File: src/rtl/pc_fetch_unit.sv
// ============================================================================
//  Module   : pc_fetch_unit
//  Purpose  : Program-counter and instruction-fetch front end. Issues one
//             instruction-memory request at a time, keeps the returned word
//             in a single-entry IF/ID buffer and supports branch redirect,
//             hazard stall and decode backpressure.
//  Revision : 1.0 - initial release
//
//  Build option:
//    PC_FETCH_MISALIGN_TRAP_EN - when defined, a redirect whose target is not
//        word aligned raises fetch_misalign for one cycle and leaves pc
//        unchanged. When undefined, fetch_misalign is tied low and the
//        target's low two bits are ignored.
//
//  Ports:
//    clk            in   1   clock, rising edge
//    reset          in   1   asynchronous active-high reset
//    stall          in   1   hazard stall, blocks new issues only
//    branch_taken   in   1   one-cycle redirect request
//    branch_target  in   32  redirect address
//    imem_req       out  1   outstanding request (registered)
//    imem_addr      out  32  fetch address (current pc)
//    imem_ack       in   1   memory completion
//    imem_rdata     in   32  instruction word, valid with imem_ack
//    if_valid       out  1   IF/ID buffer holds a valid word
//    if_pc          out  32  address of the buffered word
//    if_instr       out  32  buffered word
//    if_ready       in   1   decode accepts the buffer
//    fetch_misalign out  1   misaligned-redirect pulse
// ============================================================================
`default_nettype none

module pc_fetch_unit #(
    parameter logic [31:0] RESET_PC = 32'h0000_0000
) (
    input  logic        clk,
    input  logic        reset,
    input  logic        stall,
    input  logic        branch_taken,
    input  logic [31:0] branch_target,
    output logic        imem_req,
    output logic [31:0] imem_addr,
    input  logic        imem_ack,
    input  logic [31:0] imem_rdata,
    output logic        if_valid,
    output logic [31:0] if_pc,
    output logic [31:0] if_instr,
    input  logic        if_ready,
    output logic        fetch_misalign
);

    typedef enum logic [1:0] {
        S_IDLE = 2'd0,   // nothing outstanding
        S_BUSY = 2'd1,   // outstanding, result will be kept
        S_DROP = 2'd2    // outstanding, result will be discarded
    } state_t;

    state_t      r_state;
    logic [31:0] r_pc;
    logic        r_imem_req;
    logic        r_if_valid;
    logic [31:0] r_if_pc;
    logic [31:0] r_if_instr;

    logic        w_space;
    logic [31:0] w_redirect_pc;

    // Buffer can accept a word this cycle: empty, or being drained now.
    assign w_space = !r_if_valid || if_ready;

`ifdef PC_FETCH_MISALIGN_TRAP_EN
    logic        r_fetch_misalign;
    logic        w_misalign;

    assign w_misalign     = (branch_target[1:0] != 2'b00);
    // A misaligned redirect flushes but keeps the old pc.
    assign w_redirect_pc  = w_misalign ? r_pc : branch_target;
    assign fetch_misalign = r_fetch_misalign;
`else
    assign w_redirect_pc  = branch_target & 32'hFFFF_FFFC;
    assign fetch_misalign = 1'b0;
`endif

    always_ff @(posedge clk or posedge reset) begin
        if (reset) begin
            r_state          <= S_IDLE;
            r_pc             <= RESET_PC;
            r_imem_req       <= 1'b0;
            r_if_valid       <= 1'b0;
            r_if_pc          <= 32'h0000_0000;
            r_if_instr       <= 32'h0000_0000;
`ifdef PC_FETCH_MISALIGN_TRAP_EN
            r_fetch_misalign <= 1'b0;
`endif
        end else if (branch_taken) begin
            // Redirect wins over stall, decode handshake and any ack.
            r_pc       <= w_redirect_pc;
            r_if_valid <= 1'b0;
`ifdef PC_FETCH_MISALIGN_TRAP_EN
            r_fetch_misalign <= w_misalign;
`endif
            case (r_state)
                S_BUSY, S_DROP: begin
                    if (imem_ack) begin
                        r_state    <= S_IDLE;
                        r_imem_req <= 1'b0;
                    end else begin
                        r_state    <= S_DROP;
                        r_imem_req <= 1'b1;
                    end
                end
                default: begin
                    r_state    <= S_IDLE;
                    r_imem_req <= 1'b0;
                end
            endcase
        end else begin
`ifdef PC_FETCH_MISALIGN_TRAP_EN
            r_fetch_misalign <= 1'b0;
`endif
            // Drain; a load below in the same cycle overrides this.
            if (r_if_valid && if_ready) begin
                r_if_valid <= 1'b0;
            end

            case (r_state)
                S_IDLE: begin
                    if (!stall && w_space) begin
                        r_state    <= S_BUSY;
                        r_imem_req <= 1'b1;
                    end
                end
                S_BUSY: begin
                    // Without buffer space the ack is not taken and the
                    // request stays outstanding.
                    if (imem_ack && w_space) begin
                        r_if_valid <= 1'b1;
                        r_if_pc    <= r_pc;
                        r_if_instr <= imem_rdata;
                        r_pc       <= r_pc + 32'd4;
                        r_state    <= S_IDLE;
                        r_imem_req <= 1'b0;
                    end
                end
                S_DROP: begin
                    if (imem_ack) begin
                        r_state    <= S_IDLE;
                        r_imem_req <= 1'b0;
                    end
                end
                default: begin
                    r_state    <= S_IDLE;
                    r_imem_req <= 1'b0;
                end
            endcase
        end
    end

    assign imem_req  = r_imem_req;
    assign imem_addr = r_pc;
    assign if_valid  = r_if_valid;
    assign if_pc     = r_if_pc;
    assign if_instr  = r_if_instr;

endmodule

`default_nettype wire

File: config.mk
export PLATFORM = sky130hd
export DESIGN_NAME = pc_fetch_unit
export DESIGN_NICKNAME = d
export VERILOG_FILES = /design/src/rtl/pc_fetch_unit.sv
export SDC_FILE = /design/constraint.sdc
export NUM_CORES = 1
export LEC_CHECK = 0
export ABC_AREA = 1
export ABC_CLOCK_PERIOD_IN_PS = 3300
export BUFFER_PORTS_ARGS = -buffer_cell sky130_fd_sc_hd__buf_2
export CELL_PAD_IN_SITES_DETAIL_PLACEMENT = 1
export CELL_PAD_IN_SITES_GLOBAL_PLACEMENT = 2
export CORE_ASPECT_RATIO = 1.1
export CORE_MARGIN = 5
export CORE_UTILIZATION = 24
export DETAILED_ROUTE_END_ITERATION = 6
export PLACE_DENSITY_LB_ADDON = 0.1
export SYNTH_ARGS = -nofsm -noshare
export SYNTH_HDL_FRONTEND = slang
export SYNTH_SLANG_ARGS = --single-unit
File: constraint.sdc
create_clock -name clk -period 3.3 [get_ports clk]
set_input_delay 0.825 -clock clk [delete_from_list [all_inputs] [get_ports clk]]
set_output_delay 0.825 -clock clk [all_outputs]
set_load 0.1 [all_outputs]
==> metrics.yaml, run 1 <==
outcome:
  status: "finished, final reports clean"
setup_path:
  critPathLaunchType: "register"
  max_stage_delay_ns: 0.53
  path_cells: "buf_2"
  r2r_start: "r_state[1]"
  path_class: "reg2out"
  r2r_cells: 8
  crit_buf_inv: 1
  crit_fanout: 7
  critical-path-slowest-cell: "dfrtp_1"
  rrSetupSlack_ns: 1.15
  crit_family: "flip-flops"
  crit_path_end_kind: "primary output"
  worstReg2RegEnd: "if_instr[25]"
  arrival_ns: 1.40
  cp.required_ns: 2.47
synth:
  synth_area_per_cell_um2: 7.69
  yosysTopAreaCellShare: 0.513
  synth_largest_area_cell: "dfrtp_1"
  synth-adder-area-share: 0.0107
  synthMuxAreaShare: 0
  syn-cell-area_um2: 4680
  yosys_warnings: 0
  synthSimpleGateAreaFrac: 0.310
  synthTopCellsByArea: "dfrtp_1 (51%), nand2_1 (20%), nor2_1 (4.6%)"
  async_reset_ff_frac: 1.00
  netlist_instances: 609
  ys.flop_type: "dfrtp_1"
  yosysSeqAreaShare: 0.513
  yosys-top-cells-count: "nand2_1 (253), dfrtp_1 (96), nor2_1 (57)"
  synth_top_family_by_area: "simple AND/OR/NAND/NOR gates"
  synth.distinct_cells: 32
  synth_compound_area_frac: 0.0817
  yosys.cell_count.top_type: "nand2_1"
  synth_edf_count: 0
  synth-xor-area-share: 0.00935
  synth_seq_cells: 96
finish:
  multi_input_area_um2: 1950
  n_antenna_cell: 0
  final_cells: 1020
  area_delta_synth_final_pct: 30.4
  drive_gt1_frac: 0.256
  postLayoutCoreUtil: 0.319
  fillers: 2400
  regArea_um2: 2400
  fin_nets: 842
floorplanning:
  coreArea_um2: 19200
  die-height_um: 157
  die_width_um: 143
  rows: 53
  io_pins: 169
  die_area_um2: 22400
  start_util: 0.244
clocking:
  cts.sinks: 96
  cts_resized: 0
  post_cts_buffers: 0
  cts_buffers: 9
  clk_pin_slew_ns: 0.08
  postCtsHoldBufs: 0
  h-tree-depth: 3
  clock_latency_ns: 0.35
  clockBufferDepth: 2
  cts_tree: "yes"
  cts.root.buffer_cell: "clkbuf_16"
grt:
  grt_max_degree: 40
  grt-ovfl-total: 0
  antenna_found_initial: 0
  grtUsageTotal: 0.154
  grt_pass1_wl_um: 26900
  grt_pass1_vias: 4763
detailed_routing:
  antenna_left: 0
  wire_per_inst_um: 16.8
  drt_first_pass_iters: 4
  vias: 4542
  drc: 0
  routed_via_density: 4.45
  wl_um: 17100
  drtIter0Drc: 222
timing:
  final.min_clock_period_ns: 2.22
  finClkSkew_ns: 0.00801
  relSlewSlack: 0.488
  setup_viol: 0
  timing.final.ws_setup_ns: 1.08
  fin_crit_sh: 0.673
  tns_ns: 0
  tightestPinTransition_ns: 0.767
  slew_violations: 0
  rsz0062_at_grt: "false"
  fmax_ghz: 0.450
  final-hold-violation-count: 0
placement:
  place_inst: 1004
  gp_congestion: 0.751
  port_buffers: 161
  dp_slack_ns: 0.683
  dp_hpwl_um: 13000
min_path:
  min_from: "if_instr[14]"
  hold_path_class: "reg2reg"
  holdPathStages: 2
  holdPathEnd: "if_instr[14]"
run:
  drv_cap: 0
==> area by class of cell <==
cell class                 instances  share of cell area
sequential                        96               0.393
multi-input combinational        439               0.319
timing repair buffer             172               0.154
tap                              247              0.0506
clock buffer                      10              0.0375
inverter                          50              0.0317
clock inverter                     6              0.0147
==> layout by cell type, fill, tap and decap left out, types with 7 or more instances in the layout <==
cell | Yosys | layout
nand2_1 | 253 | 253
buf_2 | 16 | 161
dfrtp_1 | 96 | 96
nor2_1 | 57 | 57
inv_1 | 48 | 47
o21ai_0 | 33 | 33
nand3_1 | 29 | 29
a21oi_1 | 16 | 16
clkbuf_16 | 0 | 9
o211ai_1 | 8 | 8
buf_4 | 5 | 7
==> worst reg2reg max path: cells and delay by family (launching register included) <==
kind	cells	cell delay, ns
adder cells (fa/ha/maj)	1	0.24
AND/OR/NAND/NOR	4	0.75
buffers and inverters	3	0.67
flip-flops	1	0.38
==> per-layer routing <==
metal,track usage,vias up,share of wire
met4,0.0471,0,0.015
met1,0.213,2189,0.46
met2,0.249,120,0.47
met5,0,-,0
li1,-,2220,-
met3,0.0263,13,0.063
==> worst max-delay path by stage <==
stage,slack (ns),endpoint,depth (start not counted),start
final,1.08,imem_addr[23],1,imem_addr[23]
after global routing,0.88,if_instr[1],6,branch_taken
after global placement,0.74,if_instr[11],6,branch_taken
after floorplan,1.07,imem_addr[22],8,imem_addr[3]
after detailed placement,0.68,if_instr[11],6,branch_taken
after CTS,1.04,imem_addr[23],1,imem_addr[23]
==> kinds of logic (layout without fill, tap and decap cells) <==
kind of cell    after synthesis  count (layout)
compound gates               67              67
xor+xnor                      5               5
fa+ha+maj                     4               4
buf+inv                      78             238
flops                        96              96
other cells                   1               5
simple gates                358             358
==> through the flow <==
step | cell area (um^2) | hold WS [ns]
5_1_grt | 6110 | 0.496
3_5_place_dp | 5790 | 0.456
3_3_place_gp | 5790 | 0.448
4_1_cts | 6110 | 0.476
2_1_floorplan | 4700 | 0.552
6_report | 6110 | 0.472
==> registers in the layout (all words and copies together) (netlist names) <==
| signal | flops |
|---|---|
| imem_req | 1 |
| imem_addr | 30 |
| r_state | 2 |
| if_pc | 30 |
| if_instr | 32 |
| if_valid | 1 |
Power of run 1 is not shown: default switching activity piles up to over one toggle a cycle in this logic, so the estimate is an artifact.
==> run 2, diff against run 1 <==
Settings changed: ABC_CLOCK_PERIOD_IN_PS 3300 to 2250, CORE_UTILIZATION 24 to 27.
Clock period 3.3 ns to 2.25 ns, I/O delays scaled along.
==> run 2 against run 1 <==
Net effect:
- clock skew about the same
- wire length decreased by 4.5%
- die area decreased by 10%
- global-route usage increased by 1.1 points
- critical path depth unchanged
- sequential share of layout area rose by 0.37 points
- register-to-register slack worse by 0.82 ns
- count of clock-buffer cells in the layout is 1 higher
- first-iteration DRC count fell by 25%
- via count is 2.6% lower
- flip-flop and latch count unchanged
- highest routed layer unchanged
==> metrics.yaml, run 2 (synthesis results as in run 1) <==
outcome:
  status: "finished, final reports clean"
clocking:
  cts_resized: 0  # unchanged
  h-tree-depth: 3  # unchanged
  clock_latency_ns: 0.35  # about the same
  clockBufferDepth: 2  # unchanged
  cts_buffers: 9  # unchanged
  cts.sinks: 96  # unchanged
  cts_tree: "yes"
  postCtsHoldBufs: 0  # unchanged
  clk_pin_slew_ns: 0.07  # about the same
  cts.root.buffer_cell: "clkbuf_16"
  post_cts_buffers: 0  # unchanged
floorplanning:
  start_util: 0.275  # +0.0309
  io_pins: 169  # unchanged
  die_area_um2: 20100  # -10%
  die_width_um: 136  # -5.3%
  rows: 50  # -5.7%
  coreArea_um2: 17000  # -11%
  die-height_um: 148  # -5.4%
timing:
  slew_violations: 0  # unchanged
  final.min_clock_period_ns: 2.00
  rsz0062_at_grt: "false"
  tightestPinTransition_ns: 0.551  # -0.216 ns
  relSlewSlack: 0.633  # +0.145
  tns_ns: 0  # unchanged
  setup_viol: 0  # unchanged
  fmax_ghz: 0.500
  final-hold-violation-count: 0  # unchanged
  timing.final.ws_setup_ns: 0.250  # -0.829 ns
  fin_crit_sh: 0.889
  finClkSkew_ns: 0.00836  # +0.000344 ns
setup_path:
  timing.critical_path.from: "imem_addr[23]"
  crit_family: "flip-flops"
  critical-path-slowest-cell: "dfrtp_1"
  r2r_start: "imem_addr[3]"
  path_cells: "buf_2"
  crit_buf_inv: 1  # unchanged
  critPathLaunchType: "register"
  rrSetupSlack_ns: 0.33  # -0.82 ns
  cp.required_ns: 1.69  # -0.78 ns
  crit_path_end_kind: "primary output"
  crit_fanout: 7  # unchanged
  path_class: "reg2out"
  max_stage_delay_ns: 0.58  # +0.05 ns
  arrival_ns: 1.44  # +0.04 ns
finish:
  drive_gt1_frac: 0.254  # -0.00193
  n_antenna_cell: 0  # unchanged
  postLayoutCoreUtil: 0.356  # +0.0369
  largest_reg_flops: 32  # unchanged
  final_common_cell: "nand2_1"
  fillers: 2176  # -9.3%
  fin_nets: 840  # -0.24%
  area_delta_synth_final_pct: 29.2
  final_cell_mix: "nand2_1 (253), buf_2 (161), dfrtp_1 (96)"
  final_cells: 1005  # -1.5%
grt:
  grt-ovfl-total: 0  # unchanged
  antenna_found_initial: 0  # unchanged
  grt_max_degree: 97  # +140%
  grt_pass1_wl_um: 26200  # -2.4%
  grt_pass1_vias: 4760  # -0.063%
  grtUsageTotal: 0.165  # +0.0110
detailed_routing:
  antenna_left: 0  # unchanged
  routed_via_density: 4.40  # -1.1%
  drt_first_pass_iters: 4  # unchanged
  wire_per_inst_um: 16.2  # -3.1%
  drc: 0  # unchanged
  drtIter0Drc: 166  # -25%
  highest_layer: "met4"
  wl_um: 16300  # -4.5%
  met1_length_um: 7760  # -0.49%
  wl_met2_um: 7640  # -4.1%
  vias: 4426  # -2.6%
  wl_met3_um: 686  # -36%
placement:
  place_inst: 989  # -1.5%
  dp_hpwl_um: 12000  # -7.5%
  port_buffers: 161  # unchanged
  dp_slack_ns: 0.362  # -0.321 ns
  gp_congestion: 0.803  # +6.9%
min_path:
  hold_path_class: "in2async"
run:
  drv_cap: 0  # unchanged
==> run 2: cell count changes in the layout (fill, tap and decap cells not counted) <==
| cell | change |
|---|---|
| clkinv_4 | +2 |
| buf_12 | -1 |
| buf_4 | -1 |
| bufinv_16 | -1 |
| clkbuf_8 | +1 |
| clkinv_2 | -1 |
| inv_6 | -1 |
==> run 2: worst paths after layout <==
kind	endpoint	cells after the start
worst min register to register	if_instr[9]	2
worst max-delay path	imem_addr[23]	1
min in group clk	if_instr[7]	3
worst max register to register	imem_addr[28]	8
worst min-delay path	if_instr[24]	3
max in group asynchronous	imem_addr[12]	3
==> run 2: layout make-up <==
type	count	area, um^2	area share
clock buffer	11	243	0.0401
clock inverter	5	63.8	0.0105
inverter	50	194	0.0320
multi-input combinational	439	1950	0.322
sequential	96	2400	0.397
tap	234	293	0.0484
timing repair buffer	170	911	0.150
==> run 2: metal layers <==
layer | vias to the layer above | GRT usage
met5 | - | 0
met4 | 0 | 0.0514
met3 | 16 | 0.0281
met2 | 110 | 0.273
met1 | 2085 | 0.222
li1 | 2215 | -
==> run 2: through the flow <==
step                      area (um^2)  hold slack (ns)
after floorplan                  4700            0.552
after global placement           5750            0.448
after detailed placement         5750            0.455
after CTS                        6050            0.392
after global routing             6050            0.404
final                            6050            0.380
Power of run 2 is left out for the same reason.
